## src/rtl/fifo_pkg.sv

```systemverilog
// Shared pointer type and Gray/binary conversions for the async FIFO read and write controllers.
package fifo_pkg;

  localparam int unsigned PTR_ADDR_W = 6;
  localparam int unsigned FN_W       = 32;

  typedef logic [PTR_ADDR_W:0] ptr_t;

  // Callers zero-extend to FN_W and truncate the result back to their own pointer width.
  function automatic logic [FN_W-1:0] bin2gray(input logic [FN_W-1:0] b);
    return b ^ (b >> 1);
  endfunction

  function automatic logic [FN_W-1:0] gray2bin(input logic [FN_W-1:0] g);
    logic [FN_W-1:0] b;
    b[FN_W-1] = g[FN_W-1];
    for (int i = int'(FN_W) - 2; i >= 0; i--) begin
      b[i] = b[i+1] ^ g[i];
    end
    return b;
  endfunction

endpackage

```

## src/rtl/fifo_rd_ctrl_gray_sync.sv

```systemverilog
// Multi-flop synchroniser for a Gray-coded pointer crossing into this clock domain.
module gray_sync #(
  parameter int unsigned WIDTH  = 7,
  parameter int unsigned STAGES = 2
) (
  input  logic             i_clk,
  input  logic             i_rst,
  input  logic [WIDTH-1:0] i_d,
  output logic [WIDTH-1:0] o_q
);

  logic [WIDTH-1:0] r_sync [STAGES];

  always_ff @(posedge i_clk) begin
    if (i_rst) begin
      for (int i = 0; i < int'(STAGES); i++) begin
        r_sync[i] <= '0;
      end
    end else begin
      r_sync[0] <= i_d;
      for (int i = 1; i < int'(STAGES); i++) begin
        r_sync[i] <= r_sync[i-1];
      end
    end
  end

  assign o_q = r_sync[STAGES-1];

endmodule

```

## src/rtl/fifo_rd_ctrl.sv

```systemverilog
// Read-domain controller of the async FIFO: read pointers, RAM read address and registered status flags.
module fifo_rd_ctrl
  import fifo_pkg::*;
#(
  parameter int unsigned ADDR_WIDTH  = 6,
  parameter int unsigned SYNC_STAGES = 2,
  parameter int unsigned AE_THRESH   = 4
) (
  input  logic                  clk,
  input  logic                  rst,
  input  logic                  rd_en,
  input  logic [ADDR_WIDTH:0]   wptr_gray,
  input  logic                  clr_err,
  output logic [ADDR_WIDTH:0]   rptr_gray,
  output logic [ADDR_WIDTH-1:0] raddr,
  output logic                  rd_fire,
  output logic                  empty,
  output logic                  almost_empty,
  output logic [ADDR_WIDTH:0]   rd_count,
  output logic                  underflow,
  output logic                  underflow_sticky
);

  localparam int unsigned PW = ADDR_WIDTH + 1;

  logic [PW-1:0] r_rbin;
  logic [PW-1:0] r_rgray;
  logic          r_empty;
  logic          r_almost_empty;
  logic [PW-1:0] r_count;
  logic          r_underflow;
  logic          r_sticky;

  logic [PW-1:0] w_wq;
  logic [PW-1:0] w_wbin_sync;
  logic [PW-1:0] w_rbin_next;
  logic [PW-1:0] w_rgray_next;
  logic [PW-1:0] w_diff;
  logic          w_rd_fire;
  logic          w_underflow;

  gray_sync #(
    .WIDTH  (PW),
    .STAGES (SYNC_STAGES)
  ) u_wptr_sync (
    .i_clk (clk),
    .i_rst (rst),
    .i_d   (wptr_gray),
    .o_q   (w_wq)
  );

  // Flags are computed against the post-pop pointer so they already reflect this cycle's read.
  assign w_rd_fire    = rd_en && !r_empty;
  assign w_underflow  = rd_en && r_empty;
  assign w_rbin_next  = r_rbin + PW'(w_rd_fire);
  assign w_rgray_next = PW'(bin2gray(FN_W'(w_rbin_next)));
  assign w_wbin_sync  = PW'(gray2bin(FN_W'(w_wq)));
  assign w_diff       = w_wbin_sync - w_rbin_next;

  always_ff @(posedge clk) begin
    if (rst) begin
      r_rbin         <= '0;
      r_rgray        <= '0;
      r_empty        <= 1'b1;
      r_almost_empty <= 1'b1;
      r_count        <= '0;
      r_underflow    <= 1'b0;
      r_sticky       <= 1'b0;
    end else begin
      r_rbin         <= w_rbin_next;
      r_rgray        <= w_rgray_next;
      r_empty        <= (w_rgray_next == w_wq);
      r_almost_empty <= (w_diff <= PW'(AE_THRESH));
      r_count        <= w_diff;
      r_underflow    <= w_underflow;
      r_sticky       <= w_underflow || (r_sticky && !clr_err);
    end
  end

  assign rptr_gray        = r_rgray;
  assign raddr            = r_rbin[ADDR_WIDTH-1:0];
  assign rd_fire          = w_rd_fire;
  assign empty            = r_empty;
  assign almost_empty     = r_almost_empty;
  assign rd_count         = r_count;
  assign underflow        = r_underflow;
  assign underflow_sticky = r_sticky;

endmodule

```

## config.mk

```make
export PLATFORM = sky130hd
export DESIGN_NAME = fifo_rd_ctrl
export DESIGN_NICKNAME = d
export VERILOG_FILES = /design/src/rtl/fifo_pkg.sv /design/src/rtl/fifo_rd_ctrl_gray_sync.sv /design/src/rtl/fifo_rd_ctrl.sv
export SDC_FILE = /design/constraint.sdc
export NUM_CORES = 1
export LEC_CHECK = 0
export BUFFER_PORTS_ARGS = -buffer_cell sky130_fd_sc_hd__clkbuf_2
export CAP_MARGIN = 20
export CORE_MARGIN = 4
export CORE_UTILIZATION = 45
export CTS_CLUSTER_DIAMETER = 40
export DETAILED_ROUTE_END_ITERATION = 16
export PLACE_DENSITY = 0.68
export SLEW_MARGIN = 20
export SYNTH_ARGS = -nofsm -noshare
export SYNTH_HDL_FRONTEND = slang
export SYNTH_SLANG_ARGS = --single-unit
```

## constraint.sdc

```tcl
create_clock -name clk -period 9.4 [get_ports clk]
set_input_delay 1.88 -clock clk [delete_from_list [all_inputs] [get_ports clk]]
set_output_delay 1.88 -clock clk [all_outputs]
set_load 0.1 [all_outputs]
```

# After elaboration in Yosys (flattened, before gate mapping)
# Memories as Yosys holds them, arrays and structs flattened.
# Cells that the tools add are included.
op_classes:
  addsub: 2
  magnitude_cmp: 1
  eq_ne: 1
  mux: 5
  bitwise_logic: 9
  n_reduce_logical: 6
ops:
  columns: ["cell", "n"]
  rows:
  - ["$mux W7", 2]
  - ["$add A7 B1 Y7", 1]
  - ["$eq A7 B7 Y1", 1]
  - ["$le A7 B3 Y1 const B", 1]
  - ["$sub A7 B7 Y7", 1]
  - ["$xor A7 B6 Y7", 1]
  - ["$xor A1 B1 Y1", 6]
  - ["$logic_and A1 B1 Y1", 3]
  - ["$mux W1", 3]
  - ["$logic_not A1 Y1", 2]
  - ["$or A1 B1 Y1", 2]
  - ["$logic_or A1 B1 Y1", 1]
totals:
  reg_bits: 25
  ramBits: 14
  inputBits: 11
  elab_cells: 32
  memories: 1
mem_list:
  columns: ["name", "depth", "width", "read_ports", "rd_clocked_by_memory_dff", "wr", "line", "source"]
  rows:
  - ["u_wptr_sync.r_sync", 2, 7, 2, 0, 2, "fifo_rd_ctrl_gray_sync.sv:12", "logic [WIDTH-1:0] r_sync [STAGES];"]

# Depth between registers and ports, before layout
# Gate-level depths: netlist of the first run.
logic_depth:
  ltp_word: 8
  depth_mapped: 12
  depth_no_buf: 12

# By module
# Synthesis of the first run repeated with hierarchy kept, for this count alone.
unflattened:
  hier_cells: 158
  area_unflattened_um2: 1702.9
modules_own_cells:
  columns: ["mod", "n_inst", "cells_per_inst", "area_per_inst_um2", "seq_area_each_um2"]
  rows:
  - ["fifo_rd_ctrl", 1, 122, 1242.4, 480.5]
  - ["gray_sync", 1, 36, 460.4, 280.3]

# Least setup slack after synthesis of the first run
# Ideal clock, no wire load.
synth_timing:
  kind: "in2reg"
  startpoint: "input rd_en"
  endpoint: "register r_almost_empty (netlist: almost_empty)"
  setup_ps: 125
  arrival_ps: 5314
  required_ps: 9275
  slack_ps: 3961
  cell_stages: 11
  cell_sequence: "nor2b_1 > ha_1 > ha_1 > nand3_1 > xor2_1 > ha_1 > and4_1 > a21oi_1 > nand3_1 > o211ai_1 > a211oi_2"
synth_between:
  elab_chain_cells: 4
synth_rtl:
  columns: ["item", "line", "source"]
  rows:
  - ["start: declaration", "fifo_rd_ctrl.sv:11", "input logic rd_en,"]
  - ["$logic_and A1 B1 Y1", "fifo_rd_ctrl.sv:53", "assign w_rd_fire = rd_en && !r_empty;"]
  - ["$add A7 B1 Y7", "fifo_rd_ctrl.sv:55", "assign w_rbin_next = r_rbin + PW'(w_rd_fire);"]
  - ["$sub A7 B7 Y7", "fifo_rd_ctrl.sv:58", "assign w_diff = w_wbin_sync - w_rbin_next;"]
  - ["$le A7 B3 Y1", "fifo_rd_ctrl.sv:73", "r_almost_empty <= (w_diff <= PW'(AE_THRESH));"]
  - ["end signal: assignment", "fifo_rd_ctrl.sv:73", null]
  - ["end: declaration", "fifo_rd_ctrl.sv:29", "logic r_almost_empty;"]
# Every way passes these cells.
# A chain may end at the register's enable or synchronous reset.

# Worst setup path in the final report of the first run
layout_timing:
  startpoint: "input rd_en"
  endpoint: "output rd_fire"
layout_between:
  elab_chain_cells: 1
layout_rtl:
  columns: ["item", "line", "source"]
  rows:
  - ["$logic_and A1 B1 Y1", "fifo_rd_ctrl.sv:53", null]
  - ["end: declaration", "fifo_rd_ctrl.sv:16", "output logic rd_fire,"]
# Every way passes these cells.

==> results of run 1 <==
[path summary, 6_finish.rpt]
| path | depth (start not counted) | end | start |
|---|---|---|---|
| worst min-delay path | 1 | u_wptr_sync.r_sync[0][9] | u_wptr_sync.r_sync[0][2] |
| worst max register to register | 12 | almost_empty | u_wptr_sync.r_sync[0][13] |
| worst min register to register | 1 | u_wptr_sync.r_sync[0][9] | u_wptr_sync.r_sync[0][2] |
| worst max-delay path | 3 | rd_fire | rd_en |
[cells in the final DEF (no fill, tap or decap), types with 2 or more instances in the layout]
master and count:
mux2i_1 3, xor2_1 9, ha_1 8, o211ai_1 2, clkbuf_8 6, nand3_1 4, and3_1 6, xnor2_1 14
nand4_1 2, xnor3_1 2, nor2_1 24, a21oi_1 3, dfxtp_1 38, nor2b_1 18, nor3_1 4, clkbuf_2 35
inv_1 7, nand2_1 2
[worst max-delay path, cell delays in order]
cell,delay [ps]
clkbuf_2,90
nor2b_1,230
clkbuf_2,500
[cell type report]
class	instances	area [µm²]
tap	48	60.1
multi-input combinational	118	905
clock inverter	2	12.5
fill	337	1640
sequential	38	761
timing repair buffer	35	175
clock buffer	6	82.6
inverter	7	26.3
[flip-flops by register name (all words and copies together), names as in the netlist]
| name | flops |
|---|---|
| almost_empty | 1 |
| underflow | 1 |
| r_rbin | 7 |
| underflow_sticky | 1 |
| rptr_gray | 6 |
| empty | 1 |
| u_wptr_sync.r_sync | 14 |
| rd_count | 7 |
[metal layers]
| layer | track usage [%] | vias up | part of all wire (%) | wire length, µm |
|---|---|---|---|---|
| met1 | 15.3 | 545 | 45 | 1350 |
| met2 | 21.3 | 42 | 45 | 1340 |
| li1 | - | 628 | - | - |
| met5 | 0 | - | 0 | 0 |
| met4 | 6.07 | 0 | 1.7 | 51 |
| met3 | 5.36 | 6 | 8.5 | 255 |
[power by group through the flow]
stage | clock [mW] | sequential [mW] | combinational [mW]
global placement | 0 | 0.183 | 0.159
global route | 0.125 | 0.182 | 0.171
floorplan | 0 | 0.264 | 0.0576
detailed placement | 0 | 0.184 | 0.161
CTS | 0.117 | 0.180 | 0.162
finish | 0.114 | 0.180 | 0.161
[per-stage QoR]
| stage | instances | cell area, µm² | total power [mW] |
|---|---|---|---|
| 2_1_floorplan | 168 | 1700 | 0.322 |
| 5_1_grt | 254 | 2020 | 0.478 |
| 6_report | 254 | 2020 | 0.456 |
| 3_3_place_gp | 246 | 1920 | 0.343 |
| 4_1_cts | 254 | 2010 | 0.460 |
| 3_5_place_dp | 246 | 1920 | 0.345 |
[cell families after synthesis]
| kind of cell | count (synthesis) | synth area share, % |
|---|---|---|
| flip-flops | 38 | 44.7 |
| AND/OR/NAND/NOR | 65 | 19.8 |
| XOR/XNOR | 28 | 17.9 |
| adder cells (fa/ha/maj) | 10 | 7.72 |
| AO/OA/AOI/OAI | 12 | 5.58 |
| buffers and inverters | 12 | 2.64 |
| multiplexers | 3 | 1.76 |
==> run_results.csv, run 1 <==
group,metric,value,unit
min_path,min_path_type,"reg -> reg",
logic_synthesis,synth_flop_cell,"dfxtp_1",
clocking,cts_setup_buffers,0,
logic_synthesis,synth_nets,188,
logic_synthesis,syn_avg_cell_area,10.1,µm²
timing,fin_setup_tns,0,ps
global_route,grt_pass1_wl,5120,µm
placement,io_buffers,35,
pwr,netSwitchingFraction,40.3,%
logic_synthesis,yosys.cell_count.top_type,"dfxtp_1",
route,routed_wirelength,3010,µm
setup_path,rrSetupSlack,6050,ps
timing,hold_ws,436,ps
pwr,leakage,0.932,nW
logic_synthesis,ys_types,34,
clocking,cts_tree,"built",
timing,relSlewSlack,53.0,%
pwr,ir_drop,276,µV
timing,fin_ws,4820,ps
route,drt-initial-drc-count,33,
timing,finalCriticalPeriod,4580,ps
timing,worst_slew_pin_slew,706,ps
clocking,root_buffer,"clkbuf_8",
route,drc,0,
setup_path,cp-end-kind,"output pin",
logic_synthesis,async_reset_ff_share,0,%
logic_synthesis,synth_top_cell_by_area,"dfxtp_1",
pwr,internal_power,0.272,mW
clocking,clkTransAtPathRegs,70,ps
global_route,grt-ovfl-total,0,
floorplanning,io_pins,36,
floorplanning,die_x,69.5,µm
global_route,antenna_found_initial,0,
logic_synthesis,netlist_area,1700,µm²
pwr,powerDensity,226,nW/µm²
timing,finClkSkew,4.58,ps
floorplanning,die_y,69.5,µm
logic_synthesis,ys_ff_latch,38,
logic_synthesis,synth_top_area_share,44.7,%
route,drt-vias-per-instance,4.81,
route,firstDrtPassIters,4,
clocking,hold_buffers,0,
outcome,outcome,"finished clean",
logic_synthesis,syn-instance-count,168,
layout,antennaDiodeCount,0,
timing,fin_crit_sh,48.8,%
timing,finalSetupViolCount,0,
setup_path,cp-start-kind,"input pin",
global_route,grt_pass1_vias,1198,
clocking,cts_buffers,5,
route,ant_nets,0,
placement,pre_cts_slack,4820,ps
placement,gp_congestion,0.843,
route,wire_per_inst,11.8,µm
layout,postLayoutCoreUtil,55.2,%
pwr,clkPwrFrac,25.1,%
setup_path,worstPathRequired,7520,ps
setup_path,cp_max_fo,3,
pwr,combPwrFrac,35.4,%
setup_path,cp.arrival,2700,ps
layout,fin_nets,225,
timing,hold_viol,0,
logic_synthesis,synth_area_leaders,"dfxtp_1 (45%), xnor2_1 (7.7%), nor2b_1 (6.6%), ha_1 (5.9%), nor2_1 (5.3%)",
clocking,htreeDepth,2,
logic_synthesis,yosysSeqAreaShare,44.7,%
layout,area_growth,18.7,%
timing,drv_slew,0,
layout,drive_gt1_share,23.3,%
floorplanning,initial_core_util,46.5,%
logic_synthesis,synth-warning-count,0,
setup_path,criticalPathCategory,"in -> out",
logic_synthesis,synthTopCellsByCount,"dfxtp_1 (38), nor2_1 (24), nor2b_1 (18), xnor2_1 (15), xor2_1 (9)",
route,vias,1221,
clocking,clock_latency,290,ps
flow_run,drv_cap,0,
pwr,seqPwrFrac,39.5,%
global_route,grt_max_degree,39,
logic_synthesis,synth_edf_count,0,
timing,max_freq,0.218,GHz
global_route,grt_usage,13.2,%
floorplanning,die_area,4830,µm²
clocking,clock_sinks,38,
clocking,cts_resized,0,
pwr,p_switching,0.184,mW
timing,rsz0062_at_grt,"no",
clocking,cts_buffer_depth,2,
floorplanning,core_area,3660,µm²
placement,dp_hpwl,2200,µm
floorplanning,row_count,22,
Note: power is estimated with default switching activity, not from simulation.
==> run 2, diff against run 1 <==
==> constraint.sdc (replaced) <==
create_clock -name clk -period 4.3 [get_ports clk]
set_input_delay 0.86 -clock clk [delete_from_list [all_inputs] [get_ports clk]]
set_output_delay 0.86 -clock clk [all_outputs]
set_load 0.1 [all_outputs]
==> run_results.csv, run 2 (same netlist as run 1, synthesis figures left out) <==
group,metric,value,unit
clocking,clock_latency,280,ps
clocking,cts_buffers,5,
min_path,hp-start,"u_wptr_sync.r_sync[0][3]",
clocking,cts_buffer_depth,2,
clocking,cts_resized,0,
floorplanning,io_pins,36,
timing,drv_slew,0,
global_route,grt-ovfl-total,0,
global_route,grt_usage,14.3,%
setup_path,worstReg2RegStart,"u_wptr_sync.r_sync[0][13]",
floorplanning,die_x,69.5,µm
layout,area_growth,17.8,%
clocking,clock_sinks,38,
floorplanning,core_area,3660,µm²
route,drt-vias-per-instance,4.88,
placement,dp_hpwl,2460,µm
floorplanning,row_count,22,
clocking,htreeDepth,2,
timing,max_freq,0.303,GHz
layout,drive_gt1_share,22.3,%
min_path,min_path_type,"reg -> reg",
global_route,grt_pass1_vias,1272,
route,wire_per_inst,12.7,µm
route,drt-initial-drc-count,51,
timing,finalSetupViolCount,0,
timing,finClkSkew,4.28,ps
clocking,cts_tree,"built",
setup_path,cp_max_fo,5,
timing,hold_ws,436,ps
setup_path,cp.arrival,3510,ps
setup_path,path_cells,"xor3_2 > xnor3_1 > xnor2_1 > xnor2_1 > ha_1 > inv_1 > fa_1 > o211ai_1 > a2111o_1 > nand4_1 > a211oi_2",
route,routed_wirelength,3230,µm
clocking,cts_setup_buffers,0,
floorplanning,initial_core_util,46.5,%
setup_path,cp-start-kind,"register",
timing,fin_crit_sh,76.8,%
layout,fin_nets,226,
pwr,ir_drop,270,µV
floorplanning,die_y,69.5,µm
layout,largest_register_ffs,14,
placement,io_buffers,35,
layout,antennaDiodeCount,0,
clocking,root_buffer,"clkbuf_8",
pwr,powerDensity,484,nW/µm²
floorplanning,die_area,4830,µm²
timing,hold_viol,0,
flow_run,drv_cap,0,
timing,worst_slew_pin_slew,722,ps
timing,fin_setup_tns,0,ps
placement,gp_congestion,0.825,
timing,finalCriticalPeriod,3300,ps
timing,relSlewSlack,51.8,%
clocking,hold_buffers,0,
setup_path,worstPathRequired,4510,ps
clocking,clkTransAtPathRegs,70,ps
route,ant_nets,0,
setup_path,crit_top_cell,"xnor2_1",
setup_path,slowest_delay,520,ps
setup_path,cp-end-kind,"register",
timing,rsz0062_at_grt,"no",
setup_path,crit_path_start,"u_wptr_sync.r_sync[0][13]",
setup_path,crit_slowest_cell,"xor3_2",
pwr,leakage,0.927,nW
global_route,grt_max_degree,39,
route,firstDrtPassIters,4,
layout,largest_register,"u_wptr_sync.r_sync",
layout,layout_commonest_cell,"dfxtp_1",
global_route,grt_pass1_wl,5550,µm
setup_path,criticalPathCategory,"reg -> reg",
route,drc,0,
route,vias,1240,
layout,most-common-layout-cells,"dfxtp_1 (38), clkbuf_2 (35), nor2_1 (24), nor2b_1 (17), xnor2_1 (15)",
outcome,outcome,"finished clean",
global_route,antenna_found_initial,0,
==> run 2: changes by cell type in the layout (fill, tap and decap cells not counted), sizes merged <==
cell,previous run,this run
buf,0,1
clkbuf,41,42
clkinv,1,0
clkinvlp,1,0
==> run 2: cell type report <==
type / count / area (µm²)
Timing Repair Buffer: 36 / 183
Sequential cell: 38 / 761
Inverter: 7 / 26.3
Clock buffer: 7 / 76.3
Tap cell: 48 / 60.1
Fill cell: 339 / 1660
Multi-Input combinational cell: 118 / 900
==> run 2: power breakdown <==
part	switching [mW]	total, mW	internal (mW)
Combinational	0.270	0.354	0.0844
Clock	0.112	0.223	0.111
Sequential	0.0115	0.394	0.382
==> run 2: critical path: cells and delay by family, from the launching register on <==
kind / cells / cell delay, ps
compound gates: 3 / 660
fa+ha+maj: 2 / 630
simple gates: 1 / 140
flops: 1 / 400
xor+xnor: 4 / 1340
buf+inv: 1 / 60
==> run 2: final timing paths <==
check / end / slack, ps / depth (start not counted)
hold reg to reg: u_wptr_sync.r_sync[0][10] / 440 / 1
hold / removal: u_wptr_sync.r_sync[0][10] / 440 / 1
setup reg to reg: almost_empty / 1000 / 11
setup / recovery: almost_empty / 1000 / 11
==> run 2: per-layer routing <==
layer | wire, µm | global-route usage, %
met1 | 1390 | 15.8
met2 | 1580 | 24.3
met3 | 194 | 5.36
met4 | 63 | 6.72
met5 | 0 | 0
==> run 2: metrics by stage <==
stage | setup slack [ps] | instance area [µm²] | util, % | cells | power [mW]
after floorplan | 488 | 1710 | - | 168 | 0.703
after global placement | 1100 | 1930 | 52.7 | 247 | 0.750
after detailed placement | 979 | 1930 | 52.7 | 247 | 0.758
after CTS | 949 | 2010 | 54.8 | 254 | 0.981
after global routing | 739 | 2010 | 54.8 | 254 | 1.02
final | 996 | 2010 | 54.8 | 254 | 0.971
